[config.mk]
export PLATFORM = sky130hd
export DESIGN_NAME = oven_zone_thermal
export DESIGN_NICKNAME = d
export VERILOG_FILES = /design/src/rtl/oven_zone_thermal.sv
export SDC_FILE = /design/constraint.sdc
export NUM_CORES = 1
export LEC_CHECK = 0
export BUFFER_PORTS_ARGS = -buffer_cell sky130_fd_sc_hd__buf_2
export CORE_ASPECT_RATIO = 1.1
export CORE_UTILIZATION = 60
export DETAILED_ROUTE_END_ITERATION = 7
export GPL_ROUTABILITY_DRIVEN = 0
export PLACE_DENSITY = 0.81
export SLEW_MARGIN = 10
export SYNTH_ARGS = -nofsm -noshare
export SYNTH_HDL_FRONTEND = slang
export SYNTH_SLANG_ARGS = --single-unit
[constraint.sdc]
create_clock -name clk -period 15.75 [get_ports clk]
set_input_delay 4.725 -clock clk [delete_from_list [all_inputs] [get_ports clk]]
set_output_delay 4.725 -clock clk [all_outputs]
set_load 0.01 [all_outputs]
[src/rtl/oven_zone_thermal.sv]
// Multi-zone oven thermal model with settle-qualified preheat detection.
// Each zone integrates a simulated temperature on a divided tick. The zone
// heats while its heater is enabled and decays toward ambient otherwise.
// A four-state FSM asserts preheated once every zone has stayed inside the
// tolerance band for SETTLE_TICKS consecutive ticks.
//
// Ports:
//   clk           sole clock, rising edge
//   reset         synchronous, active-high
//   targetTemp    shared setpoint for all zones
//   tempInputDone setpoint valid; low forces the FSM to idle
//   heat          per-zone heater enable (bit z drives zone z)
//   currentTemp   registered zone temperatures, zone z at [z*WIDTH +: WIDTH]
//   zoneInBand    per-zone in-band flag (combinational)
//   preheated     registered, high only in the ready state
//   overTemp      high while any zone sits at MAX_TEMP
module oven_zone_thermal #(
    parameter int unsigned WIDTH        = 10,
    parameter int unsigned ZONES        = 2,
    parameter int unsigned AMBIENT      = 65,
    parameter int unsigned MAX_TEMP     = 550,
    parameter int unsigned HEAT_STEP    = 2,
    parameter int unsigned COOL_STEP    = 1,
    parameter int unsigned TOLERANCE    = 2,
    parameter int unsigned SETTLE_TICKS = 4,
    parameter int unsigned TICK_DIV     = 1
) (
    input  logic                   clk,
    input  logic                   reset,
    input  logic [WIDTH-1:0]       targetTemp,
    input  logic                   tempInputDone,
    input  logic [ZONES-1:0]       heat,
    output logic [ZONES*WIDTH-1:0] currentTemp,
    output logic [ZONES-1:0]       zoneInBand,
    output logic                   preheated,
    output logic                   overTemp
);

    localparam int unsigned TickW   = (TICK_DIV > 1) ? $clog2(TICK_DIV) : 1;
    localparam int unsigned SettleW = $clog2(SETTLE_TICKS + 1);

    localparam logic [TickW-1:0]   TickLast   = TickW'(TICK_DIV - 1);
    localparam logic [SettleW-1:0] SettleDone = SettleW'(SETTLE_TICKS);
    localparam logic [WIDTH-1:0]   Amb        = WIDTH'(AMBIENT);
    localparam logic [WIDTH-1:0]   MaxT       = WIDTH'(MAX_TEMP);
    localparam logic [WIDTH:0]     AmbW       = (WIDTH+1)'(AMBIENT);
    localparam logic [WIDTH:0]     MaxW       = (WIDTH+1)'(MAX_TEMP);
    localparam logic [WIDTH:0]     HeatW      = (WIDTH+1)'(HEAT_STEP);
    localparam logic [WIDTH:0]     CoolW      = (WIDTH+1)'(COOL_STEP);
    localparam logic [WIDTH:0]     TolW       = (WIDTH+1)'(TOLERANCE);
    localparam logic [WIDTH:0]     FloorW     = (WIDTH+1)'(AMBIENT + COOL_STEP);

    typedef enum logic [1:0] {StIdle, StRamp, StSettle, StReady} state_e;

    // Tick divider
    logic [TickW-1:0] tick_cnt_q;
    logic             tick;

    assign tick = (tick_cnt_q == TickLast);

    always_ff @(posedge clk) begin
        if (reset) begin
            tick_cnt_q <= '0;
        end else if (tick) begin
            tick_cnt_q <= '0;
        end else begin
            tick_cnt_q <= tick_cnt_q + TickW'(1);
        end
    end

    // Zone temperatures
    logic [WIDTH-1:0] temp_q [ZONES];
    logic [WIDTH-1:0] temp_d [ZONES];

    // All arithmetic at WIDTH+1 bits so neither step can wrap.
    function automatic logic [WIDTH-1:0] next_temp(input logic [WIDTH-1:0] t, input logic on);
        logic [WIDTH:0] cur;
        logic [WIDTH:0] nxt;
        cur = {1'b0, t};
        if (on) begin
            nxt = cur + HeatW;
            if (nxt > MaxW) nxt = MaxW;
            // Only reachable from a zone that somehow sits below ambient.
            if (nxt < AmbW) nxt = AmbW;
        end else if (cur <= FloorW) begin
            nxt = AmbW;
        end else begin
            nxt = cur - CoolW;
        end
        return nxt[WIDTH-1:0];
    endfunction

    always_comb begin
        for (int z = 0; z < ZONES; z++) begin
            temp_d[z] = tick ? next_temp(temp_q[z], tempInputDone & heat[z]) : temp_q[z];
        end
    end

    always_ff @(posedge clk) begin
        for (int z = 0; z < ZONES; z++) begin
            if (reset) begin
                temp_q[z] <= Amb;
            end else begin
                temp_q[z] <= temp_d[z];
            end
        end
    end

    for (genvar z = 0; z < ZONES; z++) begin : g_out
        assign currentTemp[z*WIDTH +: WIDTH] = temp_q[z];
    end

    // Band test; low bound floors at zero, high bound has a spare bit.
    logic [WIDTH:0] band_lo;
    logic [WIDTH:0] band_hi;
    logic           all_in_band;

    always_comb begin
        band_lo  = ({1'b0, targetTemp} < TolW) ? '0 : ({1'b0, targetTemp} - TolW);
        band_hi  = {1'b0, targetTemp} + TolW;
        overTemp = 1'b0;
        for (int z = 0; z < ZONES; z++) begin
            zoneInBand[z] = ({1'b0, temp_q[z]} >= band_lo) && ({1'b0, temp_q[z]} <= band_hi);
            overTemp      = overTemp | (temp_q[z] == MaxT);
        end
    end

    assign all_in_band = &zoneInBand;

    // Preheat FSM; band flags are sampled on the pre-update temperatures.
    state_e             state_q, state_d;
    logic [SettleW-1:0] settle_q, settle_d;
    logic               preheated_q;

    always_comb begin
        state_d  = state_q;
        settle_d = settle_q;
        if (!tempInputDone) begin
            state_d  = StIdle;
            settle_d = '0;
        end else begin
            unique case (state_q)
                StIdle: begin
                    state_d  = StRamp;
                    settle_d = '0;
                end
                StRamp: begin
                    if (tick && all_in_band) begin
                        settle_d = SettleW'(1);
                        state_d  = (SETTLE_TICKS == 1) ? StReady : StSettle;
                    end
                end
                StSettle: begin
                    if (tick) begin
                        if (all_in_band) begin
                            settle_d = settle_q + SettleW'(1);
                            if (settle_d == SettleDone) state_d = StReady;
                        end else begin
                            settle_d = '0;
                            state_d  = StRamp;
                        end
                    end
                end
                StReady: begin
                    if (tick && !all_in_band) begin
                        settle_d = '0;
                        state_d  = StRamp;
                    end
                end
                default: begin
                    state_d  = StIdle;
                    settle_d = '0;
                end
            endcase
        end
    end

    always_ff @(posedge clk) begin
        if (reset) begin
            state_q     <= StIdle;
            settle_q    <= '0;
            preheated_q <= 1'b0;
        end else begin
            state_q     <= state_d;
            settle_q    <= settle_d;
            preheated_q <= (state_d == StReady);
        end
    end

    assign preheated = preheated_q;

endmodule

==> results.sh <==
export IMPL_final_period_utilization_pct=80.07
export IMPL_clockRootBuffer="sky130_fd_sc_hd__clkbuf_8"
export IMPL_power_static_leakage_nw=1.885
export IMPL_synth_edff_count=0
export IMPL_numPortBuffers=38
export IMPL_path_common_cell="sky130_fd_sc_hd__nand2b_1"
export IMPL_setup_tns_final_ns=0
export IMPL_final_instance_count_excl_fill=632
export IMPL_starting_density_pct=62.55
export IMPL_syn_num_nets=615
export IMPL_yosys_register_bits=27
export IMPL_die_height_um=89.22
export IMPL_ys_async_sr_fraction_pct=0
export IMPL_hold_worst_slack_ns=0.4905
export IMPL_critical_path_endpoint_type="primary output"
export IMPL_detailedPlacementHpwl_mm=8.187
export IMPL_timing_max_slew_rel_slack_pct=27.86
export IMPL_crit_path_start_kind="input pin"
export IMPL_fmax_mhz=79.29
export IMPL_clock_latency_ns=0.28
export IMPL_area_share_of_the_leading_cell_type_in_the_synthesized_netlist_pct=19.00
export IMPL_cts_hold_buf=0
export IMPL_areaGrowthSynthToFinish_pct=3.709
export IMPL_dr_total_vias=4203
export IMPL_avgRoutedWirePerCell_um=17.53
export IMPL_final_period_minus_worst_setup_slack_ns=12.61
export IMPL_ctsResizeCount=0
export IMPL_synth_top_flop_cell="sky130_fd_sc_hd__dfxtp_1"
export IMPL_layout_nets=629
export IMPL_multiInputGateArea_mm2=0.003311
export IMPL_design_core_area_mm2=0.006633
export IMPL_grt_antenna_before_repair=0
export IMPL_r2r_start="temp_q[1][1]"
export IMPL_drt_drc_violations_left=0
export IMPL_wl_mm=11.08
export IMPL_cp_required_ns=11.03
export IMPL_instance_count_after_placement_with_tap_cells_included=628
export IMPL_synth_top_cells_by_area="sky130_fd_sc_hd__ha_1 19%, sky130_fd_sc_hd__dfxtp_1 13%, sky130_fd_sc_hd__a21oi_1 4.9%, sky130_fd_sc_hd__o21ai_0 4.5%, sky130_fd_sc_hd__xnor2_1 3.6%"
export IMPL_global_route_overflow_total=0
export IMPL_cts_made_buffers=3
export IMPL_worstSetupStartpoint="targetTemp[1]"
export IMPL_postSynthCellCount=537
export IMPL_finalHoldViolCount=0
export IMPL_worst_clock_skew_ns=0.007756
export IMPL_postLayoutCellArea_mm2=0.004303
export IMPL_synth_distinct_cells=89
export IMPL_drt_iter0_markers=344
export IMPL_max_cap_violations=0
export IMPL_switching_power_mw=0.09008
export IMPL_critPathKind="in -> out"
export IMPL_antenna_violating_nets_post_route=0
export IMPL_grt_first_pass_wirelength_mm=17.68
export IMPL_io_pins=39
export IMPL_critical_path_slowest_cell="sky130_fd_sc_hd__a2111oi_0"
export IMPL_finalSetupViolations=0
export IMPL_drt_pass1_iterations=5
export IMPL_cts_max_level=1
export IMPL_postLayoutCoreUtil_pct=64.87
export IMPL_layout_area_seq_um2=540.5
export IMPL_cts_root_to_sink_buffers=2
export IMPL_vias_per_cell=6.650
export IMPL_vdd_drop_max_mv=0.05359
export IMPL_routedLengthMet1_mm=4.965
export IMPL_maximum_number_of_pins_on_one_net_before_global_route_repair=46
export IMPL_rsz0062_at_grt="no"
export IMPL_timing_hold_worst_start="settle_q[1]"
export IMPL_finalMaxSlewViolations=0
export IMPL_clock_sink_count=27
export IMPL_internal_power_mw=0.1265
export IMPL_tritoncts="yes"
export IMPL_fraction_of_power_spent_switching_nets_pct=41.59
export IMPL_pwr_share_clk_pct=20.1
export IMPL_register_to_register_path_setup_slack_ns=12.57
export IMPL_worstHoldPathType="reg -> reg"
export IMPL_synth_largest_area_cell="sky130_fd_sc_hd__ha_1"
export IMPL_fp_row_count=31
export IMPL_drive_above_1_share_pct=13.64
export IMPL_powerDensity_mw_per_mm2=50.33
export IMPL_diodes=0
export IMPL_routed_wl_met2_mm=5.122
export IMPL_dr_max_layer_used="met4"
export IMPL_combinationalPowerShare_pct=41.4
export IMPL_timing_worst_slew_pin_value_ns=1.077
export IMPL_floorplan_die_width_um=81.29
export IMPL_worst_path_max_fanout=7
export IMPL_fp_dieArea_mm2=0.007252
export IMPL_synth_area_mm2=0.004149
export IMPL_post_dp_cell_area_mm2=0.004253
export IMPL_synth_area_per_cell_um2=7.726
export IMPL_grt_pass1_vias=3736
export IMPL_hold_path_cell_count=2
export IMPL_r2r_end="temp_q[1][1]"
export IMPL_fillCellCount=584
export IMPL_timing_critical_path_arrival_ns=7.89
export IMPL_grtUsageTotal_pct=31.30
export IMPL_yosysSeqAreaShare_pct=13.03
export IMPL_met3WireLength_um=732
export IMPL_worstRegToRegCells=9
export IMPL_worst_setup_hold_path_clk_slew_ns=0.10
export IMPL_critPathMaxStageDelay_ns=0.47
export IMPL_post_cts_setup_buffer_count=0
export IMPL_sequentialPowerShare_pct=38.5
export IMPL_holdPathEnd="settle_q[1]"
export IMPL_result_of_the_run="finished clean"
export IMPL_synth_warnings=0
export IMPL_crit_chain="buf_2 > inv_1 > ha_1 > nand2b_1 > or3_1 > nand2b_1 > and2_1 > ha_1 > nand2b_1 > a2111oi_0 > o21ai_0 > a41oi_1 > or3_4 > inv_1 > buf_2"
-- flip-flops by register name, summed over array words and instances (netlist names) --
| name | flops |
|---|---|
| preheated | 1 |
| settle_q | 3 |
| state_q | 2 |
| temp_q | 20 |
| tick_cnt_q | 1 |
-- per-layer routing --
metal,global-route usage (%),vias to the layer above
met5,0,-
met4,12.99,0
met3,4.184,26
met2,50.38,186
met1,41.79,1951
li1,-,2040
-- through the flow --
stage	worst slack [ns]	power [mW]
after floorplan	3.771	0.1499
after global placement	3.444	0.1685
after detailed placement	3.304	0.1715
after CTS	3.300	0.2151
after global routing	3.027	0.2308
final	3.138	0.2166
-- power by group through the flow --
stage | clock (mW) | sequential, mW | combinational [mW]
global placement | 0 | 0.0841 | 0.0843
global route | 0.0470 | 0.0841 | 0.0997
finish | 0.0436 | 0.0834 | 0.0896
detailed placement | 0 | 0.0844 | 0.0871
CTS | 0.0444 | 0.0829 | 0.0878
floorplan | 0 | 0.0784 | 0.0716
-- worst max-delay path by stage --
stage                    end
3_5_place_dp   zoneInBand[1]
5_1_grt        zoneInBand[1]
4_1_cts        zoneInBand[1]
6_report       zoneInBand[1]
3_3_place_gp   zoneInBand[1]
2_1_floorplan  zoneInBand[1]
-- synth_stat cells, types with 8 or more instances --
library cell,count
sky130_fd_sc_hd__a211oi_1,8
sky130_fd_sc_hd__or3_1,11
sky130_fd_sc_hd__clkbuf_1,9
sky130_fd_sc_hd__xnor2_1,17
sky130_fd_sc_hd__buf_2,10
sky130_fd_sc_hd__nor3_1,13
sky130_fd_sc_hd__a21oi_1,41
sky130_fd_sc_hd__o21ai_0,37
sky130_fd_sc_hd__a31oi_1,13
sky130_fd_sc_hd__ha_1,63
sky130_fd_sc_hd__nor2_1,38
sky130_fd_sc_hd__dfxtp_1,27
sky130_fd_sc_hd__xor2_1,8
sky130_fd_sc_hd__nand3_1,23
sky130_fd_sc_hd__nand2_1,37
sky130_fd_sc_hd__inv_1,25
sky130_fd_sc_hd__nand4_1,9
-- cells in the final DEF, fill, tap and decap left out, types with 3 or more instances in the layout --
master	instances
sky130_fd_sc_hd__a21oi_1	41
sky130_fd_sc_hd__nand2b_1	5
sky130_fd_sc_hd__a21o_1	5
sky130_fd_sc_hd__clkbuf_8	3
sky130_fd_sc_hd__and3_1	7
sky130_fd_sc_hd__xor2_1	8
sky130_fd_sc_hd__nor4_1	5
sky130_fd_sc_hd__o22ai_1	4
sky130_fd_sc_hd__inv_1	25
sky130_fd_sc_hd__nand2_2	3
sky130_fd_sc_hd__a221oi_1	3
sky130_fd_sc_hd__xnor2_1	17
sky130_fd_sc_hd__ha_1	63
sky130_fd_sc_hd__nor2_1	38
sky130_fd_sc_hd__o21ai_0	37
sky130_fd_sc_hd__nor2b_1	7
sky130_fd_sc_hd__or3_4	3
sky130_fd_sc_hd__a211o_1	5
sky130_fd_sc_hd__o21a_1	7
sky130_fd_sc_hd__nand4_1	9
sky130_fd_sc_hd__a31oi_1	13
sky130_fd_sc_hd__a22oi_1	4
sky130_fd_sc_hd__nand2_1	37
sky130_fd_sc_hd__mux2i_1	7
sky130_fd_sc_hd__and2_1	5
sky130_fd_sc_hd__or3_1	11
sky130_fd_sc_hd__a211oi_1	8
sky130_fd_sc_hd__dfxtp_1	27
sky130_fd_sc_hd__a21boi_0	3
sky130_fd_sc_hd__nor3_1	13
sky130_fd_sc_hd__buf_2	38
sky130_fd_sc_hd__nand3_1	23
sky130_fd_sc_hd__o211ai_1	4
-- layout make-up --
class / count / share of cell area, %
clock buffer: 3 / 0.9596
clock inverter: 1 / 0.2035
inverter: 25 / 2.181
multi-input combinational: 454 / 76.94
sequential: 27 / 12.56
tap: 82 / 2.384
timing repair buffer: 40 / 4.769
-- critical path: cells and delay by family --
family,cells,cell delay (ns)
simple gates,6,1.39
buf+inv,4,0.40
fa+ha+maj,2,0.45
compound gates,3,0.91
-- kinds of logic after synthesis --
family	share of synthesized area (%)
multiplexers	2.774
AO/OA/AOI/OAI	28.59
XOR/XNOR	5.277
AND/OR/NAND/NOR	24.07
buffers and inverters	7.177
adder cells (fa/ha/maj)	19.00
flip-flops	13.03
other	0.09038
Power figures use the tool's default switching activity.
